**src/rtl/array_mul_pkg.sv**
```systemverilog
// Shared definitions for the sequential array multiplier family.
package array_mul_pkg;

  localparam int unsigned MUL_DW = 8;
  localparam int unsigned MUL_HW = 4;
  localparam int unsigned MUL_PW = 16;

  typedef enum logic [1:0] {
    IDLE = 2'd0,
    MUL  = 2'd1,
    DONE = 2'd2
  } state_t;

  // Weight of each partial product: lo*lo, hi*lo, lo*hi, hi*hi.
  function automatic logic [3:0] step_shift(input logic [1:0] step);
    logic [3:0] sh;
    case (step)
      2'd0:    sh = 4'd0;
      2'd1:    sh = 4'd4;
      2'd2:    sh = 4'd4;
      default: sh = 4'd8;
    endcase
    return sh;
  endfunction

endpackage

```
**src/rtl/array4.sv**
```systemverilog
// 4x4 unsigned array multiplier: AND-gated shifted rows summed combinationally.
module array4 (
  input  logic [3:0] a,
  input  logic [3:0] b,
  output logic [7:0] p
);

  // Sum one shifted copy of a per set bit of b.
  always_comb begin
    p = '0;
    for (int unsigned i = 0; i < 4; i++) begin
      if (b[i]) p = p + ({4'b0, a} << i);
    end
  end

endmodule

```
**src/rtl/array8_seq_ctrl.sv**
```systemverilog
// Iterative 8x8 multiplier: one shared array4 stepped over four partial products.
module array8_seq_ctrl
  import array_mul_pkg::*;
#(
  parameter int unsigned DW = MUL_DW
) (
  input  logic            clk,
  input  logic            rst_n,
  input  logic            clear,
  input  logic            in_valid,
  output logic            in_ready,
  input  logic [DW-1:0]   a,
  input  logic [DW-1:0]   b,
  output logic            out_valid,
  input  logic            out_ready,
  output logic [2*DW-1:0] p,
  output logic            busy,
  output logic [7:0]      op_count
);

  localparam int unsigned HW = DW / 2;

  state_t              state_q, state_d;
  logic [1:0]          step_q;
  logic [DW-1:0]       a_q, b_q;
  logic [2*DW-1:0]     acc_q, p_q, acc_sum, pp_ext;
  logic [7:0]          op_count_q;
  logic [HW-1:0]       mul_a, mul_b;
  logic [2*HW-1:0]     pp;

  assign in_ready  = (state_q == IDLE) && !clear;
  assign out_valid = (state_q == DONE);
  assign busy      = (state_q != IDLE);
  assign p         = p_q;
  assign op_count  = op_count_q;

  // Step bit 0 selects the half of a, step bit 1 the half of b.
  always_comb begin
    mul_a   = step_q[0] ? a_q[DW-1:HW] : a_q[HW-1:0];
    mul_b   = step_q[1] ? b_q[DW-1:HW] : b_q[HW-1:0];
    pp_ext  = {{(2*DW-2*HW){1'b0}}, pp};
    acc_sum = acc_q + (pp_ext << step_shift(step_q));
  end

  array4 u_array4 (
    .a (mul_a),
    .b (mul_b),
    .p (pp)
  );

  // State register.
  always_ff @(posedge clk or negedge rst_n) begin
    if (!rst_n) state_q <= IDLE;
    else        state_q <= state_d;
  end

  // Next-state logic; clear overrides every transition.
  always_comb begin
    state_d = state_q;
    if (clear) begin
      state_d = IDLE;
    end else begin
      case (state_q)
        IDLE:    if (in_valid) state_d = MUL;
        MUL:     if (step_q == 2'd3) state_d = DONE;
        DONE:    if (out_ready) state_d = IDLE;
        default: state_d = IDLE;
      endcase
    end
  end

  // Operand capture, accumulation, result latch and delivered-op counter.
  always_ff @(posedge clk or negedge rst_n) begin
    if (!rst_n) begin
      step_q     <= '0;
      a_q        <= '0;
      b_q        <= '0;
      acc_q      <= '0;
      p_q        <= '0;
      op_count_q <= '0;
    end else if (clear) begin
      step_q <= '0;
    end else begin
      case (state_q)
        IDLE: begin
          if (in_valid) begin
            a_q    <= a;
            b_q    <= b;
            acc_q  <= '0;
            step_q <= '0;
          end
        end
        MUL: begin
          acc_q  <= acc_sum;
          step_q <= step_q + 2'd1;
          if (step_q == 2'd3) p_q <= acc_sum;
        end
        DONE: begin
          if (out_ready) op_count_q <= op_count_q + 8'd1;
        end
        default: ;
      endcase
    end
  end

endmodule
```
**config.mk**
```make
export PLATFORM = sky130hd
export DESIGN_NAME = array8_seq_ctrl
export DESIGN_NICKNAME = d
export VERILOG_FILES = /design/src/rtl/array_mul_pkg.sv /design/src/rtl/array4.sv /design/src/rtl/array8_seq_ctrl.sv
export SDC_FILE = /design/constraint.sdc
export NUM_CORES = 1
export LEC_CHECK = 0
export ABC_AREA = 1
export CAP_MARGIN = 5
export CORE_ASPECT_RATIO = 0.9
export CORE_MARGIN = 1.5
export CORE_UTILIZATION = 30
export CTS_CLUSTER_DIAMETER = 80
export CTS_CLUSTER_SIZE = 16
export DETAILED_ROUTE_END_ITERATION = 8
export HOLD_SLACK_MARGIN = 0.08
export SETUP_SLACK_MARGIN = 0.15
export SYNTH_ARGS = -nofsm -noshare
export SYNTH_HDL_FRONTEND = slang
export SYNTH_HIERARCHICAL = 1
export SYNTH_SLANG_ARGS = --single-unit
```
**constraint.sdc**
```tcl
create_clock -name clk -period 14.6 [get_ports clk]
set_input_delay 2.92 -clock clk [delete_from_list [all_inputs] [get_ports clk]]
set_output_delay 2.92 -clock clk [all_outputs]
set_load 0.05 [all_outputs]
```
-- Word level (Yosys, flattened, before mapping)
Index checks and enable logic that the tools add are counted.
- register bits after elaboration: 60
- input bits: 21
- output and inout port bits: 27
- word-level logic and storage cells: 55
- add/sub/neg operators: 6
- equal/unequal tests: 9
- shift-type cells: 1
- mux-type cells: 17
- bitwise logic cells: 1
- reductions and logical operators: 14
- operator list (kind ; count):
    one-hot mux 16 bit (2 select lines) ; 1
    two-way mux 8 bit ; 3
    adder 16 bit ; 1
    two-way mux 16 bit ; 1
    << shifter 8 x 4 -> 16 bit ; 1
    AND reduction 3 bit ; 5
    two-way mux 2 bit ; 6
    two-way mux 4 bit ; 3
    adder 8 x 1 -> 8 bit (second input constant) ; 1
    adder 8 x 5 -> 8 bit ; 1
    adder 8 x 6 -> 8 bit ; 1
    adder 8 x 7 -> 8 bit ; 1
    one-hot mux 4 bit (2 select lines) ; 1
    == test 2 bit (second input constant) ; 3
    inequality test 3 bit (second input constant) ; 2
    one-hot mux 2 bit (3 select lines) ; 1
    == test 2 x 1 -> 1 bit (second input constant) ; 2
    logical NOT 2 bit ; 2
    one-hot mux 2 bit (2 select lines) ; 1
    nonzero test 2 bit ; 2
    inequality test 3 x 2 -> 1 bit (second input constant) ; 1
    nonzero test 3 bit ; 1
    adder 2 x 1 -> 2 bit (second input constant) ; 1
    inequality test 2 bit (second input constant) ; 1
    other kinds (5) ; 5

-- Longest topological paths before layout
- depth in word-level cells: 11
- mapped depth: 36
- depth with buffers taken out: 36

-- Hierarchy
The synthesis kept the hierarchy.
- by module, submodules not included (module ; instances ; cells each ; area each (um^2) ; seq. area each (um^2)):
    array8_seq_ctrl ; 1 ; 466 ; 3588.4 ; 1501.4
    array4 ; 1 ; 99 ; 615.6 ; 0.0

-- Worst setup path before layout
OpenSTA, ideal clock, no wires.
- path type: input port to output port
- start: in clear
- end: out in_ready
- data arrival time: 3.223 ns
- required time: 11.680 ns
- setup slack: 8.457 ns
- stages on the path: 1
- buffers on the path: 0
- cells stage by stage: nor2_4
- cells in the longest elaborated chain, start to end: 2
- RTL lines (element ; RTL line ; text):
    from (decl) ; array8_seq_ctrl.sv:9 ; input logic clear,
    logical NOT 1 bit ; array8_seq_ctrl.sv:31 ; assign in_ready = (state_q == IDLE) && !clear;
    logical AND 1 bit ; array8_seq_ctrl.sv:31 ;
    to (decl) ; array8_seq_ctrl.sv:11 ; output logic in_ready,
Every way passes these cells.

-- Worst setup path in the final report
Ends and elaborated chain as after synthesis.

==> flow_summary.toml <==
[setup_path]
arrival_ns = 4.36
timing.rr.start = "step_q[0]$_DFFE_PN0P_"
critPathSlowestCell = "clkdlybuf4s50_1"
cp_max_fo = 3
cpPeakStageDelay_ns = 0.81
cp_cell_sequence = "clkdlybuf4s50_1 > nor2_4 > clkdlybuf4s50_1"
worstSetupPathType = "input port to output port"
cpLargestDelayFamily = "buffers and inverters"
path_buf_inv = 2
end_kind = "output port"
cp_common_cell = "clkdlybuf4s50_1"
startpoint_type = "input port"
critPathLaunch = "clear"
critPathRequiredTime_ns = 11.68

[clock_network]
ctsHtreeMaxLevel = 3
clk_latency_ns = 0.33
cts_made_buffers = 9
cts_tree = "yes"
cts_setup_buffers = 0
clock_path_buffers = 2
cts_hold_buf = 0
cts.sinks = 60
root_buffer = "clkbuf_16"
ctsResizeCount = 0
clk_pin_slew_ns = 0.05

[yosys]
synth_warnings = 6
async_reset_ff_share_pct = 100.0
synth_edf_count = 0
synth_area_mm2 = 0.004204
netlist.area_leader.share_pct = 35.71
synth_cell_types = 35
post-synth-top-area-cell = "dfrtp_1"
syn_nets = 618
syn-instance-count = 565
synth-seq-cells = 60
ys_top_cells_by_area = "dfrtp_1 36%, nand2_1 18%, ha_1 8.3%, inv_1 6.8%, nand3_1 5.2%"
ys_seq_area_share_pct = 35.71
synth_flop_cell = "dfrtp_1"
syn_avg_cell_area_um2 = 7.441

[route]
detail-route-antenna-nets = 0
wl_um = 9868
vias = 3634
avgViaCountPerCell = 4.606
drcViolationCount = 0
wire_per_inst_um = 12.51
drt_iter0_drc = 175
drt_pass1_iterations = 4

[floorplan]
dieArea_mm2 = 0.01473
core_mm2 = 0.01351
die_h_um = 115.3
fp-row-count = 40
dieWidth_um = 127.8
start_util_pct = 31.11
pin_count = 48

[global_routing]
grt_pass1_wl_um = 17350
busiest_layer = "met2"
grt_pass1_vias = 3723
antenna_found_initial = 0
met2_usage_pct = 24.62
grt_util_met3_pct = 2.280
grt_usage_pct = 14.86
grtUsageMet1_pct = 19.00
grt_max_degree = 61
grt-ovfl-total = 0

[power_and_ir_drop]
p_per_area_mw_per_mm2 = 150.1
leakagePower_nw = 2.785
switching_share_pct = 39.46
power.internal_w = 0.0004672
ir_drop_uv = 57.24
p_clk_share_pct = 28.0
power_frac_comb_pct = 45.2
seqPwrFrac_pct = 26.8
switchingPower_w = 0.0003046

[cells_and_area]
drive_above_1_share_pct = 9.823
nets = 669
n_fill_cell = 1423
area_growth_pct = 22.32
antenna_cells = 0

[placed_design]
post-dp-hpwl_um = 7428
port_buffers = 47
place_ws_ns = 7.313
place.gp.congestion = 0.8600

[timing]
fmax_mhz = 137.3
fin_skew_ns = 0.006207
relSlewSlack_pct = 48.18
tns_ns = 0
period_needed_ns = 7.282
finalHoldViolCount = 0
setup_viol = 0
post-route-period-util_pct = 49.88
rsz0062_at_grt = "no"
worst_pin_slew_ns = 0.7773
finalMaxSlewViolations = 0
fin_ws_ns = 7.318

[worst_hold_path]
hp-start = "p[13]$_DFFE_PN0P_"
hp-class = "flip-flop to flip-flop"

[job]
cap_violations = 0

[outcome]
outcome = "complete, no violations"
per-layer routing:
layer  vias up  routed length (µm)
li1       1876                   -
met1      1679                4824
met2        65                4538
met3        14                 277
met4         0                 227
met5         -                   0
flip-flops by register name, indices dropped and copies added (netlist names):
register / cells
acc_q: 16
state_q: 2
a_q: 8
op_count: 8
step_q: 2
p: 16
b_q: 8
cells by family (layout without fill, tap and decap cells):
group           Yosys count  in the layout  synth area share, %
compound gates           40             40                4.940
flops                    60             60                35.71
mux                      17             17                5.357
simple gates            312            312                32.29
fa+ha+maj                32             32                10.24
xor+xnor                 14             14                2.917
buf+inv                  90            146                8.542
worst register-to-register path, delay by kind of cell, from the launching register on:
| kind | cells | cell delay (ns) |
|---|---|---|
| AOI/OAI and AO/OA | 3 | 0.63 |
| DFF | 1 | 0.46 |
| xor gates and xnor gates | 2 | 0.29 |
| adders and majority gates | 6 | 1.99 |
| and+or+nand+nor | 16 | 1.75 |
| buffers and inverters | 4 | 0.41 |
cell type report:
type	instances	area (µm²)	share of cell area [%]
tap	168	210.2	4.088
multi-input combinational	415	2344	45.57
clock buffer	12	256.5	4.988
clock inverter	4	47.55	0.9246
sequential	60	1501	29.20
inverter	82	310.3	6.034
timing repair buffer	48	473.0	9.197
synthesized netlist by cell type, types with 4 or more instances:
master	instances
ha_1	28
o21ai_1	5
nand3b_1	5
nand3_1	44
xnor2_1	7
dfrtp_1	60
mux2_2	8
a21oi_1	13
nor2_1	26
fa_1	4
inv_1	76
nand2_2	9
buf_2	6
nand2_1	204
o21ai_0	18
xor2_1	7
mux2_4	9
per-stage QoR:
stage	util [%]	std cells	area [µm²]	total power [W]	hold slack, ns
final	38.06	789	5142	0.0007718	0.4765
after global routing	38.06	789	5142	0.0008367	0.5132
after CTS	38.06	789	5142	0.0007772	0.4843
after detailed placement	35.81	773	4838	0.0005560	0.4696
after global placement	35.81	773	4838	0.0005452	0.4661
after floorplan	-	565	4204	0.0004719	0.4554
cell usage in the layout, fill, tap and decap left out, types with 4 or more instances in the layout:
master / Yosys / final
xnor2_1: 7 / 7
o21ai_0: 18 / 18
clkbuf_16: 0 / 9
nand3_1: 44 / 44
clkdlybuf4s50_1: 0 / 46
fa_1: 4 / 4
a21oi_1: 13 / 13
o21ai_1: 5 / 5
nand2_2: 9 / 9
mux2_4: 9 / 9
inv_1: 76 / 76
ha_1: 28 / 28
mux2_2: 8 / 8
nand3b_1: 5 / 5
nand2_1: 204 / 204
nor2_1: 26 / 26
xor2_1: 7 / 7
dfrtp_1: 60 / 60
worst paths after layout:
path,end,slack [ns],cells past startpoint
max,in_ready,7.32,3
min,p[13]$_DFFE_PN0P_,0.48,2
max reg2reg,p[11]$_DFFE_PN0P_,8.92,31
min reg2reg,p[13]$_DFFE_PN0P_,0.48,2
max in group asynchronous,a_q[2]$_DFFE_PN0P_,11.33,2
min in group asynchronous,acc_q[14]$_DFFE_PN0P_,2.73,2
power by group through the flow:
stage          sequential (W)  clock (W)  combinational [W]
2_1_floorplan        0.000211          0           0.000260
3_3_place_gp         0.000209          0           0.000336
4_1_cts              0.000207   0.000220           0.000350
5_1_grt              0.000211   0.000228           0.000398
6_report             0.000207   0.000216           0.000349
3_5_place_dp         0.000210          0           0.000346
No activity file was read; power rests on OpenSTA's default activity.
